===== config.mk =====
export PLATFORM = sky130hd
export DESIGN_NAME = sat_block_accumulator
export DESIGN_NICKNAME = d
export VERILOG_FILES = /design/src/rtl/sat_block_accumulator.sv
export SDC_FILE = /design/constraint.sdc
export NUM_CORES = 1
export LEC_CHECK = 0
export BUFFER_PORTS_ARGS = -buffer_cell sky130_fd_sc_hd__buf_2
export CAP_MARGIN = 20
export CORE_ASPECT_RATIO = 1.75
export CORE_MARGIN = 3
export CORE_UTILIZATION = 49
export DETAILED_ROUTE_END_ITERATION = 6
export PLACE_DENSITY = 0.75
export SYNTH_ARGS = -nofsm -noshare
export SYNTH_HDL_FRONTEND = slang
export SYNTH_SLANG_ARGS = --single-unit

===== constraint.sdc =====
create_clock -name clk -period 2.1 [get_ports clk]
set_input_delay 0.105 -clock clk [delete_from_list [all_inputs] [get_ports clk]]
set_output_delay 0.105 -clock clk [all_outputs]
set_load 0.05 [all_outputs]

===== src/rtl/sat_block_accumulator.sv =====
// ---------------------------------------------------------------------------
// sat_block_accumulator
//
// Collects a fixed-length block of signed results from the 4-bit ripple
// adder stage. Each result is added into a wider signed accumulator that
// clamps at its rails. Samples that the adder flagged as overflowed are not
// added; they are counted instead. The finished block is offered downstream
// on a valid/ready port.
//
// Ports:
//   clk        rising-edge clock
//   rst        asynchronous, active-high reset
//   start      begin a new block (only looked at while idle)
//   clear      synchronous abort: back to idle with all state zeroed
//   in_valid   upstream sample valid
//   in_ready   a sample can be accepted this cycle
//   sum_in     signed adder sum (WIDTH bits)
//   of_in      adder signed-overflow flag for this sample
//   out_valid  block result available
//   out_ready  downstream takes the result
//   acc_out    signed block accumulation (ACC_W bits)
//   of_count   number of samples in the block with of_in=1 (saturating)
//   sat_flag   sticky: accumulator was clamped at least once in the block
// ---------------------------------------------------------------------------
module sat_block_accumulator #(
  parameter int WIDTH     = 4,
  parameter int ACC_W     = 6,
  parameter int BLOCK_LEN = 8,
  parameter int CNT_W     = 4
) (
  input  logic             clk,
  input  logic             rst,
  input  logic             start,
  input  logic             clear,
  input  logic             in_valid,
  output logic             in_ready,
  input  logic [WIDTH-1:0] sum_in,
  input  logic             of_in,
  output logic             out_valid,
  input  logic             out_ready,
  output logic [ACC_W-1:0] acc_out,
  output logic [CNT_W-1:0] of_count,
  output logic             sat_flag
);

  // Enough bits to hold every sample index of the block.
  localparam int SCNT_W = (BLOCK_LEN < 2) ? 1 : $clog2(BLOCK_LEN);
  localparam logic [SCNT_W-1:0] LAST_IDX = SCNT_W'(BLOCK_LEN - 1);

  typedef enum logic [1:0] {
    IDLE = 2'd0,
    ACC  = 2'd1,
    DONE = 2'd2
  } state_t;

  state_t            state_reg;
  logic              in_ready_reg;
  logic              out_valid_reg;
  logic [ACC_W-1:0]  acc_reg;
  logic [CNT_W-1:0]  of_count_reg;
  logic              sat_reg;
  logic [SCNT_W-1:0] scnt_reg;

  logic              accept;
  logic [ACC_W:0]    acc_ext;
  logic [ACC_W:0]    add_ext;
  logic [ACC_W:0]    sum_wide;
  logic              pos_ovf;
  logic              neg_ovf;
  logic [ACC_W-1:0]  acc_next;

  assign accept = in_valid & in_ready_reg;

  // The add is done one bit wider than the accumulator; the two top bits of
  // the wide sum disagree exactly when the true result left the ACC_W range,
  // and the top bit alone then gives the direction.
  always_comb begin
    acc_ext  = {acc_reg[ACC_W-1], acc_reg};
    add_ext  = {{(ACC_W + 1 - WIDTH){sum_in[WIDTH-1]}}, sum_in};
    sum_wide = acc_ext + add_ext;
    pos_ovf  = (sum_wide[ACC_W] == 1'b0) && (sum_wide[ACC_W-1] == 1'b1);
    neg_ovf  = (sum_wide[ACC_W] == 1'b1) && (sum_wide[ACC_W-1] == 1'b0);
    acc_next = sum_wide[ACC_W-1:0];
    if (pos_ovf) begin
      acc_next = {1'b0, {(ACC_W-1){1'b1}}};
    end else if (neg_ovf) begin
      acc_next = {1'b1, {(ACC_W-1){1'b0}}};
    end
  end

  always_ff @(posedge clk or posedge rst) begin
    if (rst) begin
      state_reg     <= IDLE;
      in_ready_reg  <= 1'b0;
      out_valid_reg <= 1'b0;
      acc_reg       <= '0;
      of_count_reg  <= '0;
      sat_reg       <= 1'b0;
      scnt_reg      <= '0;
    end else if (clear) begin
      // Abort wins over any accept or output handshake in this cycle.
      state_reg     <= IDLE;
      in_ready_reg  <= 1'b0;
      out_valid_reg <= 1'b0;
      acc_reg       <= '0;
      of_count_reg  <= '0;
      sat_reg       <= 1'b0;
      scnt_reg      <= '0;
    end else begin
      case (state_reg)
        IDLE: begin
          if (start) begin
            state_reg    <= ACC;
            in_ready_reg <= 1'b1;
            acc_reg      <= '0;
            of_count_reg <= '0;
            sat_reg      <= 1'b0;
            scnt_reg     <= '0;
          end
        end

        ACC: begin
          if (accept) begin
            scnt_reg <= scnt_reg + SCNT_W'(1);
            if (of_in) begin
              // Overflowed adder results are counted, never summed.
              if (of_count_reg != {CNT_W{1'b1}}) begin
                of_count_reg <= of_count_reg + CNT_W'(1);
              end
            end else begin
              acc_reg <= acc_next;
              if (pos_ovf || neg_ovf) begin
                sat_reg <= 1'b1;
              end
            end
            if (scnt_reg == LAST_IDX) begin
              state_reg     <= DONE;
              in_ready_reg  <= 1'b0;
              out_valid_reg <= 1'b1;
            end
          end
        end

        DONE: begin
          if (out_ready) begin
            state_reg     <= IDLE;
            out_valid_reg <= 1'b0;
          end
        end

        default: begin
          state_reg     <= IDLE;
          in_ready_reg  <= 1'b0;
          out_valid_reg <= 1'b0;
        end
      endcase
    end
  end

  assign in_ready  = in_ready_reg;
  assign out_valid = out_valid_reg;
  assign acc_out   = acc_reg;
  assign of_count  = of_count_reg;
  assign sat_flag  = sat_reg;

endmodule


## After elaboration in Yosys (flattened, before gate mapping)

Cells that the tools add are included.

- Register bits: 18
- Latch bits: 0
- Memory bits (writable): 0
- Memory bits (read-only): 0
- Bits of input ports: 11
- Logic and storage cells: 78
- Memories kept: 0

- $add $sub $neg: 3
- Multipliers: 0
- Divide/modulo/power cells: 0
- $lt $le $gt $ge: 0
- Equality and inequality tests: 14
- Shift-type cells: 0
- Mux-type cells: 39
- Bitwise logic cells: 3
- Reductions and logical operators: 12

Operators by type and width:

| operator | number |
|---|---|
| 6-bit 2-to-1 mux | 6 |
| 3-bit inequality test, second input constant | 8 |
| 4-bit 2-to-1 mux | 5 |
| 4-bit AND reduction | 4 |
| 1-bit 2-to-1 mux | 13 |
| 6-bit one-hot mux with 2 select lines | 1 |
| 2-bit 2-to-1 mux | 5 |
| 5-bit AND reduction | 2 |
| 3-bit 2-to-1 mux | 3 |
| 4-bit one-hot mux with 2 select lines | 1 |
| 6-bit by 4-bit adder with 7-bit output | 1 |
| 1-bit one-hot mux with 3 select lines | 2 |
| 2-bit one-hot mux with 3 select lines | 1 |
| 3-bit one-hot mux with 2 select lines | 1 |
| 4-bit by 1-bit adder with 4-bit output, second input constant | 1 |
| 2-bit inequality test, second input constant | 2 |
| 4-bit inequality test, second input constant | 1 |
| 3-bit by 1-bit adder with 3-bit output, second input constant | 1 |
| 3-bit equality test, second input constant | 1 |
| 3-bit AND reduction | 1 |
| 3-bit nonzero test | 1 |
| 2-bit by 1-bit equality test with 1-bit output, second input constant | 1 |
| 2-bit equality test, second input constant | 1 |
| 1-bit logical AND | 2 |
| 5 further kinds | 6 |

## Depth between registers and ports, before layout

- Word-level depth: 9
- Gate-level depth with buffers: 11
- Depth with buffers taken out: 11

## Worst setup path before layout

Ideal clock, no wire load.

- Path type: reg2reg
- Start point: register acc_reg[0] (netlist: acc_out[0])
- End point: register sat_reg (netlist: sat_flag)
- Data arrival time: 2.222 ns
- Data required time: 2.017 ns
- Path slack: -0.204 ns
- Cell stages (with the launch flop): 12
- Period minus slack after synthesis: 2.304 ns
- Path through: dfrtp_1 > ha_1 > inv_1 > fa_1 > nand2b_1 > a21oi_1 > o31ai_1 > inv_1 > ha_1 > nor2_1 > nand2_1 > o21ai_0

- Cells in the longest elaborated chain, start to end: 6

RTL lines:

| element | RTL line | source |
|---|---|---|
| start, declared | 59 | `logic [ACC_W-1:0] acc_reg;` |
| start signal, assigned | 131 | `acc_reg <= acc_next;` |
| 6-bit by 4-bit adder with 7-bit output (*) | 80 | `sum_wide = acc_ext + add_ext;` |
| 1-bit inverter, on equally long branches | 81, 82 |  |
| 1-bit logical AND, on equally long branches | 81, 82 |  |
| 1-bit logical OR (*) | 132 | `if (pos_ovf \|\| neg_ovf) begin` |
| 3-bit inequality test (no line) (*) | n/a |  |
| 5-bit AND reduction (no line) (*) | n/a |  |
| end signal, assigned | 98 | `sat_reg <= 1'b0;` |
| end signal, assigned | 107 | `sat_reg <= 1'b0;` |
| end signal, assigned | 133 | `sat_reg <= 1'b1;` |
| end, declared | 61 | `logic sat_reg;` |

Mark *: on every way between the ends. The rest lies on a longest branch, timed or not.
A chain may end at the register's enable or synchronous reset.

## Worst setup path after layout

- Start point: register acc_reg[3] (netlist: acc_out[3])
- End point: register sat_reg (netlist: sat_flag)

Same word-level chain as after synthesis.

==> impl_metrics.env <==
export IMPL_critPathBufInv=0
export IMPL_cp_arrival_ns=2.14
export IMPL_path_class="flip-flop to flip-flop"
export IMPL_tightest_slew_ns=0.671
export IMPL_cts_sinks=18
export IMPL_cpPeakStageDelay_ns=0.42
export IMPL_min_from="out_ready"
export IMPL_fp_row_count=23
export IMPL_path_depth=8
export IMPL_timing_rr_start="acc_out[3]"
export IMPL_hold_viol=0
export IMPL_status="finished, final reports clean"
export IMPL_whs_ns=0.126
export IMPL_post_route_period_util=0.933
export IMPL_place_congestion=0.863
export IMPL_synth_common_cells="dfrtp_1, nand2_1, ha_1, nor2_1"
export IMPL_drtPass1Iterations=4
export IMPL_syn_num_nets=158
export IMPL_regArea_sq_um=458
export IMPL_synth_edf_count=0
export IMPL_insertion_delay_ns=0.25
export IMPL_placed_area_sq_mm=0.00142
export IMPL_avgViaCountPerCell=5.84
export IMPL_rrSetupSlack_ns=0.14
export IMPL_startpoint_type="flip-flop"
export IMPL_nNetsFinal=190
export IMPL_power_uw=732
export IMPL_p_per_area_mw_per_mm2=469
export IMPL_vias=1110
export IMPL_die_w_um=44.0
export IMPL_drv_slew=0
export IMPL_vdd_ir_drop_max_uv=401
export IMPL_min_delay_path_depth=4
export IMPL_h_tree_depth=1
export IMPL_dp_hpwl_um=2170
export IMPL_initial_utilization=0.526
export IMPL_n_antenna_cell=0
export IMPL_yosysTopAreaCellShare=0.363
export IMPL_die_h_um=72.6
export IMPL_yosysSeqAreaShare=0.363
export IMPL_setup_viol=0
export IMPL_largest_register_ffs=6
export IMPL_drc=0
export IMPL_layout_min_cycle_time_ns=1.96
export IMPL_routed_wl_um=2880
export IMPL_synth_avg_cell_area_sq_um=9.19
export IMPL_postLayoutCellArea_sq_mm=0.00156
export IMPL_drtIter0Drc=21
export IMPL_num_io_pins=24
export IMPL_gr_total_overflow=0
export IMPL_rsz0062_at_grt="true"
export IMPL_dp_slack_ns=-0.00978
export IMPL_hold_end="state_reg[1]"
export IMPL_post_route_cells_drive_above_1_share=0.370
export IMPL_multi_input_area_sq_um=826
export IMPL_setup_ws_ns=0.141
export IMPL_grt_pass1_vias=1141
export IMPL_clock_fmax_mhz=510
export IMPL_grt_pass1_wl_um=4770
export IMPL_r2r_end="sat_flag"
export IMPL_grt_start_max_net_pins=19
export IMPL_clk_transition_reported_paths_ns=0.06
export IMPL_synth_cell_area_sq_mm=0.00124
export IMPL_cp_max_fo=5
export IMPL_slowest_stage="dfrtp_2"
export IMPL_clock_skew_final_ns=0.00458
export IMPL_hp_class="input port to flip-flop"
export IMPL_endpoint_kind="flip-flop"
export IMPL_synthArstFlopShare=1.00
export IMPL_r2r_cells=8
export IMPL_slew_limit_headroom=0.552
export IMPL_antenna_found_initial=0
export IMPL_synth_seq_cells=18
export IMPL_core_area_sq_mm=0.00236
export IMPL_io_buffers=23
export IMPL_ant_nets=0
export IMPL_synthTopCellsByArea="dfrtp_1, ha_1, nand2_1"
export IMPL_synth_most_common_cell="dfrtp_1"
export IMPL_path_cells="ha_1 > or3b_4 > mux2i_1 > or2_4 > ha_1 > nor2_1 > nand2_1 > o21ai_1"
export IMPL_crit_family="simple AND/OR/NAND/NOR gates"
export IMPL_cap_violations=0
export IMPL_required_ns=2.28
export IMPL_synth_top_area_cell="dfrtp_1"
export IMPL_cts_root_buf="clkbuf_8"
export IMPL_synth_cell_types=41
export IMPL_syn_inst=135
export IMPL_yosysWarnings=0
export IMPL_synth_flop_cell="dfrtp_1"
export IMPL_clockBufferDepth=2
export IMPL_power_leakage_uw=0.000751
export IMPL_num_fill_cells=220
export IMPL_area_growth_syn_to_layout_pct=25.7
export IMPL_fin_setup_tns_ns=0
export IMPL_die_area_sq_mm=0.00320
export IMPL_wl_per_cell_um=15.2
export IMPL_grt_usage=0.190
export IMPL_cts_buffers=3
export IMPL_crit_path_frequent_cell="ha_1"
export IMPL_cts_tree="yes"
[per-layer routing]
metal,track usage,wire [um],up-vias
met2,0.351,1730,23
met5,0,0,-
met1,0.217,1050,541
li1,-,-,541
met4,0.0671,31,0
met3,0.0198,69,5
[cells by family (layout without fill, tap and decap cells)]
family,count (synthesis),count (layout),synth area share
simple gates,55,55,0.242
compound gates,33,33,0.178
flops,18,18,0.363
fa+ha+maj,12,12,0.127
buf+inv,12,42,0.0514
mux,3,3,0.0242
xor+xnor,2,2,0.0141
[how the worst max path moves through the flow]
stage,from,to
after floorplan,acc_out[0],sat_flag
after global placement,acc_out[0],sat_flag
after detailed placement,acc_out[0],sat_flag
after CTS,acc_out[0],acc_out[0]
after global routing,acc_out[5],sat_flag
final,acc_out[3],sat_flag
[report_power, final]
group,leakage [uW],switching (uW),internal [uW]
clock network,0.0000216,104,127
registers,0.000238,7.80,353
logic,0.000492,84.5,55.5
total,0.000751,197,536
[stage by stage]
step / instances / util
after floorplan: 135 / -
after global placement: 180 / 0.601
after detailed placement: 180 / 0.601
after CTS: 184 / 0.627
after global routing: 190 / 0.661
final: 190 / 0.661
[layout by cell type, fill, tap and decap left out, types with 3 or more instances in the layout]
cell type  netlist  routed
a21oi_1          9       7
buf_2            0      23
buf_4            1       6
clkbuf_8         0       3
dfrtp_1         18      12
dfrtp_2          0       6
ha_1            11       7
ha_4             0       3
inv_1            9       8
mux2i_1          3       3
nand2_1         15      15
nand2b_1         7       6
nand3_1          5       4
nor2_1          11      10
o21ai_0          7       4
[area by class of cell]
type	count	share of cell area
clock buffer	3	0.0265
inverter	9	0.0217
multi-input combinational	105	0.529
sequential	18	0.294
tap	25	0.0200
timing repair buffer	30	0.109
[repair_timing]
item | CTS | global route
pin swaps | 0 | 8
gates cloned | 0 | 0
hold buffers | 1 | 0
hold endpoints to repair | 18 | 0
gates resized for setup | 1 | 14
setup buffers | 0 | 6
setup endpoints to repair | 3 | 6
[worst reg2reg max path: stages (launching register included)]
cell and delay (ns):
dfrtp_2 0.42, ha_1 0.26, or3b_4 0.42, mux2i_1 0.19
or2_4 0.15, ha_1 0.21, nor2_1 0.08, nand2_1 0.05
o21ai_1 0.11
Power figures use the tool's default switching activity.
